### src/rtl/uart_rx.sv
// 8N1 UART receiver with mid-bit sampling and a small receive FIFO.
// rx_i must already be synchronised to clk_i; frame/overflow errors are one-cycle pulses.
module uart_rx #(
    parameter int CLK_FREQ   = 50_000_000,
    parameter int BAUD_RATE  = 10_000_000,
    parameter int FIFO_DEPTH = 4
) (
    input  logic       clk_i,
    input  logic       arstn_i,
    input  logic       rx_i,
    output logic [7:0] data_o,
    output logic       valid_o,
    input  logic       ready_i,
    output logic       frame_err_o,
    output logic       overflow_o,
    output logic       busy_o
);

    localparam int CPB   = CLK_FREQ / BAUD_RATE;
    localparam int HALF  = CPB / 2;
    localparam int CNT_W = (CPB < 2) ? 1 : $clog2(CPB);
    localparam int PTR_W = (FIFO_DEPTH < 2) ? 1 : $clog2(FIFO_DEPTH);
    localparam int OCC_W = PTR_W + 1;

    localparam logic [2:0] IDLE      = 3'd0;
    localparam logic [2:0] START     = 3'd1;
    localparam logic [2:0] DATA      = 3'd2;
    localparam logic [2:0] STOP      = 3'd3;
    localparam logic [2:0] WAIT_HIGH = 3'd4;

    generate
        if (CPB < 2) begin : g_cpb_chk
            $error("uart_rx: CLK_FREQ/BAUD_RATE must be at least 2");
        end
        if ((FIFO_DEPTH < 2) || ((FIFO_DEPTH & (FIFO_DEPTH - 1)) != 0)) begin : g_depth_chk
            $error("uart_rx: FIFO_DEPTH must be a power of two and at least 2");
        end
    endgenerate

    logic [2:0]       state_r, state_s;
    logic [CNT_W-1:0] cnt_r, cnt_s;
    logic [2:0]       bit_idx_r, bit_idx_s;
    logic [7:0]       shift_r, shift_s;
    logic             prev_rx_r;
    logic             push_s, ferr_s;
    logic             frame_err_r, overflow_r, busy_r;

    logic [7:0]       mem_r [FIFO_DEPTH];
    logic [PTR_W-1:0] wr_ptr_r, rd_ptr_r, wr_ptr_s, rd_ptr_s;
    logic [OCC_W-1:0] count_r, count_s;
    logic [7:0]       data_r, data_s;
    logic             valid_r;
    logic             pop_s, full_s, push_ok_s, ovf_s;

    // Receive FSM next-state: counter runs from 0 each phase, samples land on its terminal value.
    always_comb begin
        state_s   = state_r;
        cnt_s     = cnt_r + CNT_W'(1);
        bit_idx_s = bit_idx_r;
        shift_s   = shift_r;
        push_s    = 1'b0;
        ferr_s    = 1'b0;
        case (state_r)
            IDLE: begin
                cnt_s = '0;
                // prev_rx_r resets low so a line held low across reset is not taken as a start bit
                if (!rx_i && prev_rx_r) begin
                    state_s = START;
                end else begin
                    state_s = IDLE;
                end
            end
            START: begin
                if (cnt_r == CNT_W'(HALF - 1)) begin
                    cnt_s     = '0;
                    bit_idx_s = 3'd0;
                    state_s   = rx_i ? IDLE : DATA;
                end else begin
                    state_s = START;
                end
            end
            DATA: begin
                if (cnt_r == CNT_W'(CPB - 1)) begin
                    cnt_s            = '0;
                    shift_s[bit_idx_r] = rx_i;
                    if (bit_idx_r == 3'd7) begin
                        state_s = STOP;
                    end else begin
                        bit_idx_s = bit_idx_r + 3'd1;
                    end
                end else begin
                    state_s = DATA;
                end
            end
            STOP: begin
                if (cnt_r == CNT_W'(CPB - 1)) begin
                    cnt_s = '0;
                    if (rx_i) begin
                        push_s  = 1'b1;
                        state_s = IDLE;
                    end else begin
                        ferr_s  = 1'b1;
                        state_s = WAIT_HIGH;
                    end
                end else begin
                    state_s = STOP;
                end
            end
            WAIT_HIGH: begin
                cnt_s   = '0;
                state_s = rx_i ? IDLE : WAIT_HIGH;
            end
            default: begin
                cnt_s   = '0;
                state_s = IDLE;
            end
        endcase
    end

    // FIFO bookkeeping; data_s is the head after this cycle's push/pop so data_o can be registered.
    always_comb begin
        pop_s     = valid_r && ready_i;
        full_s    = (count_r == OCC_W'(FIFO_DEPTH));
        push_ok_s = push_s && (!full_s || pop_s);
        ovf_s     = push_s && full_s && !pop_s;
        wr_ptr_s  = push_ok_s ? (wr_ptr_r + PTR_W'(1)) : wr_ptr_r;
        rd_ptr_s  = pop_s ? (rd_ptr_r + PTR_W'(1)) : rd_ptr_r;
        case ({push_ok_s, pop_s})
            2'b10:   count_s = count_r + OCC_W'(1);
            2'b01:   count_s = count_r - OCC_W'(1);
            default: count_s = count_r;
        endcase
        if (count_s == OCC_W'(0)) begin
            data_s = 8'h00;
        end else if (push_ok_s && (wr_ptr_r == rd_ptr_s)) begin
            data_s = shift_r;
        end else begin
            data_s = mem_r[rd_ptr_s];
        end
    end

    // State, datapath and output registers.
    always_ff @(posedge clk_i or negedge arstn_i) begin
        if (!arstn_i) begin
            state_r     <= IDLE;
            cnt_r       <= '0;
            bit_idx_r   <= 3'd0;
            shift_r     <= 8'h00;
            prev_rx_r   <= 1'b0;
            frame_err_r <= 1'b0;
            overflow_r  <= 1'b0;
            busy_r      <= 1'b0;
            wr_ptr_r    <= '0;
            rd_ptr_r    <= '0;
            count_r     <= '0;
            data_r      <= 8'h00;
            valid_r     <= 1'b0;
            for (int i = 0; i < FIFO_DEPTH; i++) begin
                mem_r[i] <= 8'h00;
            end
        end else begin
            state_r     <= state_s;
            cnt_r       <= cnt_s;
            bit_idx_r   <= bit_idx_s;
            shift_r     <= shift_s;
            prev_rx_r   <= rx_i;
            frame_err_r <= ferr_s;
            overflow_r  <= ovf_s;
            busy_r      <= (state_s != IDLE);
            wr_ptr_r    <= wr_ptr_s;
            rd_ptr_r    <= rd_ptr_s;
            count_r     <= count_s;
            data_r      <= data_s;
            valid_r     <= (count_s != OCC_W'(0));
            if (push_ok_s) begin
                mem_r[wr_ptr_r] <= shift_r;
            end
        end
    end

    assign data_o      = data_r;
    assign valid_o     = valid_r;
    assign frame_err_o = frame_err_r;
    assign overflow_o  = overflow_r;
    assign busy_o      = busy_r;

endmodule

### config.mk
export PLATFORM = sky130hd
export DESIGN_NAME = uart_rx
export DESIGN_NICKNAME = d
export VERILOG_FILES = /design/src/rtl/uart_rx.sv
export SDC_FILE = /design/constraint.sdc
export NUM_CORES = 1
export LEC_CHECK = 0
export ABC_CLOCK_PERIOD_IN_PS = 5500
export BUFFER_PORTS_ARGS = -buffer_cell sky130_fd_sc_hd__buf_2
export CORE_MARGIN = 5
export CORE_UTILIZATION = 45
export CTS_CLUSTER_SIZE = 14
export DETAILED_ROUTE_END_ITERATION = 10
export GPL_ROUTABILITY_DRIVEN = 0
export PLACE_DENSITY = 0.7
export REMOVE_ABC_BUFFERS = 1
export SLEW_MARGIN = 20
export SYNTH_ARGS = -nofsm -noshare
export SYNTH_HDL_FRONTEND = slang
export SYNTH_SLANG_ARGS = --single-unit
### constraint.sdc
create_clock -name clk_i -period 5.5 [get_ports clk_i]
set_input_delay 0.55 -clock clk_i [delete_from_list [all_inputs] [get_ports clk_i]]
set_output_delay 0.55 -clock clk_i [all_outputs]
set_load 0.1 [all_outputs]
# Yosys cells after proc, flatten, opt, wreduce, memory -nomap -nowiden
# Cells that the tools add are included.
# W data, S select, Z words.
totals:
  reg_bits: 69
  out_inout_bits: 12
  wordCells: 98
classes:
  n_addsub: 6
  n_lt_le_gt_ge: 5
  eq_ne: 14
  n_mux: 34
  bitwise: 2
  reduce_logical: 20
ops:
  columns: ["op", "count"]
  rows:
  - ["$mux W8", 5]
  - ["$bwmux W32", 1]
  - ["$mux W3", 9]
  - ["$pmux W3 S2", 3]
  - ["$bmux W8 S2", 1]
  - ["$demux W8 S2", 1]
  - ["$pmux W3 S5", 1]
  - ["$eq A3 B3 Y1 const B", 4]
  - ["$add A3 B1 Y3 const B", 3]
  - ["$bwmux W8", 1]
  - ["$logic_and A1 B1 Y1", 8]
  - ["$mux W1", 8]
  - ["$eq A3 B1 Y1 const B", 2]
  - ["$eq A3 B2 Y1 const B", 2]
  - ["$ge A3 B3 Y1 const B", 2]
  - ["$logic_not A3 Y1", 2]
  - ["$mux W2", 3]
  - ["$ne A2 B2 Y1 const B", 3]
  - ["$not A2 Y3", 2]
  - ["$reduce_bool A3 Y1", 2]
  - ["$add A2 B1 Y2 const B", 2]
  - ["$lt A3 B4 Y1 const B", 1]
  - ["$reduce_and A4 Y1", 1]
  - ["$demux W1 S3", 1]
  - ["other kinds (11)", 13]

# Longest topological paths before layout
logic_depth:
  ltp_word: 8
  mapped_depth: 13

# Least setup slack after synthesis
# OpenSTA, ideal clock, no wires.
synth_path:
  path_kind: "register to register"
  startpoint: "reg valid_r, in the netlist valid_o"
  endpoint: "reg data_r[0], in the netlist data_o[0]"
  setup_ps: 122
  arrival_time_ps: 3523
  required_ps: 5378
  setup_slack_ps: 1855
  path_stages_with_launch: 12
  n_path_buf: 1
  synth_period_minus_slack_ps: 3645
  cell_sequence: "dfrtp_1 -> nand2_1 -> a311oi_4 -> inv_1 -> ha_1 -> fa_1 -> xnor2_1 -> o21a_1 -> nor3_1 -> nor2b_4 -> buf_6 -> a32o_1"
synth_via:
  elab_chain_len: 8
  word_cells_on_any_way: 16
synth_lines:
  columns: ["item", "line_no", "text"]
  rows:
  - ["start: declaration", "52", "logic valid_r;"]
  - ["start signal: assignment", "174", "valid_r <= (count_s != OCC_W'(0));"]
  - ["$logic_and A1 B1 Y1 (*)", "122", "pop_s = valid_r && ready_i;"]
  - ["$mux W2", "127", "rd_ptr_s = pop_s ? (rd_ptr_r + PTR_W'(1)) : rd_ptr_r;"]
  - ["$not A2 Y3 (implied by the code)", "138", "data_s = mem_r[rd_ptr_s];"]
  - ["$bmux W8 S2", "138", null]
  - ["$mux W8 (implied by the code) (2 in a row)", "138", null]
  - ["$mux W8", "135", "end else if (push_ok_s && (wr_ptr_r == rd_ptr_s)) begin"]
  - ["$mux W8 (*)", "133", "if (count_s == OCC_W'(0)) begin"]
  - ["net data_s[0]", "51", "logic [7:0] data_r, data_s;"]
  - ["end signal: assignment", "173", "data_r <= data_s;"]
  - ["end: declaration", "51", null]
# The timed path passes the listed nets; every way through them passes the cells marked *. The select of a mux whose other input is x is not followed.
# A chain may end at the register's enable or synchronous reset.

# Worst setup path in the final report
layout_path:
  startpoint: "reg valid_r, in the netlist valid_o"
  endpoint: "reg data_r[6], in the netlist data_o[6]"
# Same word-level chain as after synthesis.

==> summary.md <==
| Metric | Value |
|---|---|
| CTS Buffer Depth | `2` |
| Fmax | `246 MHz` |
| # port buffers | `15` |
| Row cnt | `32` |
| Postcts setup bufs | `0` |
| Top-area cell type share of the netlist area | `0.500` |
| Most common cell after layout, fill and taps aside | `dfrtp_1` |
| PostCTS Resize Cnt | `0` |
| Slew Limit Headroom | `0.286` |
| IO Count | `16` |
| Fillers | `706` |
| Register area share after synthesis | `0.500` |
| RSZ-0062 raised after global routing | `no` |
| Post-Route WL | `7030 um` |
| Met3 Track Usage GR | `0.0395` |
| Place WS | `1200 ps` |
| Maximum VDD drop | `251 uV` |
| FF+latch area | `1730 um2` |
| Final setup viols | `0` |
| Reg clk slew, reported paths | `80 ps` |
| Hold crit path type | `input pin to asynchronous set/reset pin` |
| Area of the multi-input gates | `1600 um2` |
| Dpl hpwl | `4550 um` |
| Setup ws final | `1430 ps` |
| Number of distinct library cells after synthesis | `47` |
| Met1 usage | `0.220` |
| Core area | `7610 um2` |
| EDFF count, synth | `0` |
| Period utilization | `0.740` |
| Most frequent cells in the layout | `69 x dfrtp_1, 47 x mux2_2, 20 x o21ai_0` |
| Startpoint Class | `flop` |
| Total negative slack | `0 ps` |
| Via/cell ratio | `5.78` |
| Fin. Hold Viols | `0` |
| Ys async rst share | `1.00` |
| Drt drc | `0` |
| PD cells | `505 nW/um2` |
| Vias in the first global route | `2,346` |
| Grt total ovfl | `0` |
| Worst Path Required | `5740 ps` |
| Crit path DAT | `4310 ps` |
| Worst-path cell chain | `nand2_1 -> clkinv_1 -> ha_1 -> fa_1 -> xnor2_1 -> o21a_1 -> nor3_1 -> nor2_2 -> a22o_1` |
| Critical path endpoint category | `flop` |
| First-pass GRT wire length | `12,000 um` |
| Leakage Power | `1.71 nW` |
| Synth Instances | `294` |
| Antenna violations before repair | `0` |
| Area grow syn2layout | `8.55%` |
| Nets | `318` |
| Delay-heaviest family, CP | `simple AND/OR/NAND/NOR gates` |
| Synth Area per Inst | `11.8 um2` |
| CTS tree | `built` |
| Antenna diode count | `0` |
| DR iter-0 viols | `125` |
| Avg WL per Cell | `17.2 um` |
| Tot GR Track Use | `0.157` |
| Worst-skew pair later-pin latency | `350 ps` |
| Largest area contributor in the synthesized netlist | `dfrtp_1` |
| Cts hold-fix bufs | `0` |
| Sink Count | `69` |
| R2r setup slk | `1430 ps` |
| Critical path type | `flop to flop` |
| Share of layout cells above drive strength 1 | `0.280` |
| DIE AREA | `9530 um2` |
| Pre-antenna DRT Iters | `4` |
| Fin. max-slew vios | `0` |
| # H-tree levels | `3` |
| Met2 usage | `0.236` |
| Yosys warns | `0` |
| CTS buffer count | `9` |
| Worst-path maximum fanout | `24` |
| Yosys reg bits | `69` |
| Worst-Margin Slew | `1070 ps` |
| Worst path max stage delay | `720 ps` |
| Initial core utilization | `0.454` |
| Vias | `2,363` |
| Largest net degree at the start of global routing | `70` |
| Die height | `97.6 um` |
| Maxcap violations | `0` |
| Synth top area cells | `dfrtp_1 50%, mux2_2 15%, ha_1 3.6%` |
| Worst Skew | `10.7 ps` |
| Bufs and invs on worst path | `1` |
| Antenna viol nets, final | `0` |
| Top_reg_cell synth | `dfrtp_1` |
| Status | `finished clean` |
| Root Driver | `clkbuf_8` |
| Chip Width | `97.6 um` |
| Top Usage Layer GRT | `met2` |
| Total power | `1.89 mW` |
| Tmin final | `4070 ps` |
| CP max stage cell | `clkinv_1` |
| Syn Std Cell Area | `3450 um2` |
==> synth_stat cells, types with 3 or more instances <==
cell type,count
dfrtp_1,69
mux2_2,47
o21ai_0,20
nand2_1,15
nor2_1,12
nor3_1,11
ha_1,10
inv_1,9
nor3b_1,9
o221ai_1,8
o22ai_1,8
xnor2_1,8
a32o_1,7
clkbuf_1,7
and2_1,4
buf_4,4
a21oi_1,3
buf_1,3
buf_2,3
nand2b_1,3
nand3_1,3
==> metal layers <==
metal / part of all wire / wire length (um) / vias to the layer above
met3: 0.059 / 417 / 7
met4: 0.011 / 80 / 0
met2: 0.47 / 3330 / 81
li1: - / - / 1083
met1: 0.45 / 3200 / 1192
met5: 0 / 0 / -
==> sequential cells by signal, indices dropped and copies added, names as in the netlist, 2 cells and up <==
signal and cells:
mem_r 32, data_o 8, shift_r 8, bit_idx_r 3, cnt_r 3, count_r 3, state_r 3, rd_ptr_r 2
wr_ptr_r 2
==> layout make-up <==
cell class,count,share of cell area
clock inverter,6,0.0147
tap,102,0.0340
timing repair buffer,16,0.0220
inverter,10,0.0100
clock buffer,9,0.0330
sequential,69,0.460
multi-input combinational,197,0.426
==> stage by stage <==
step | instances | utilization | hold slack (ps) | area, um2
6_report | 409 | 0.493 | 383 | 3750
5_1_grt | 409 | 0.493 | 455 | 3750
4_1_cts | 409 | 0.493 | 425 | 3750
3_5_place_dp | 394 | 0.469 | 485 | 3570
3_3_place_gp | 394 | 0.469 | 477 | 3570
2_1_floorplan | 276 | - | 254 | 3360
==> cell families after synthesis <==
group           Yosys count  synth area share
simple gates             72             0.120
flops                    69             0.500
compound gates           57             0.121
mux                      49             0.159
buf+inv                  28            0.0380
fa+ha+maj                11            0.0420
xor+xnor                  8            0.0203
==> power by group <==
| group | internal, mW | switching, mW | leakage, nW | total [mW] |
|---|---|---|---|---|
| logic | 0.269 | 0.454 | 0.708 | 0.723 |
| clock network | 0.203 | 0.186 | 0.0984 | 0.389 |
| registers | 0.614 | 0.169 | 0.899 | 0.783 |
==> path summary, 6_finish.rpt <==
path | to | from | cells after the start
hold reg to reg | cnt_r[0] | cnt_r[0] | 1
hold / removal | mem_r[2] | arstn_i | 2
max in group asynchronous | frame_err_o | arstn_i | 2
setup reg to reg | data_o[6] | valid_o | 9
setup / recovery | data_o[6] | valid_o | 9
min in group clk_i | prev_rx_r | rx_i | 1
Note: power is estimated with default switching activity, not from simulation.
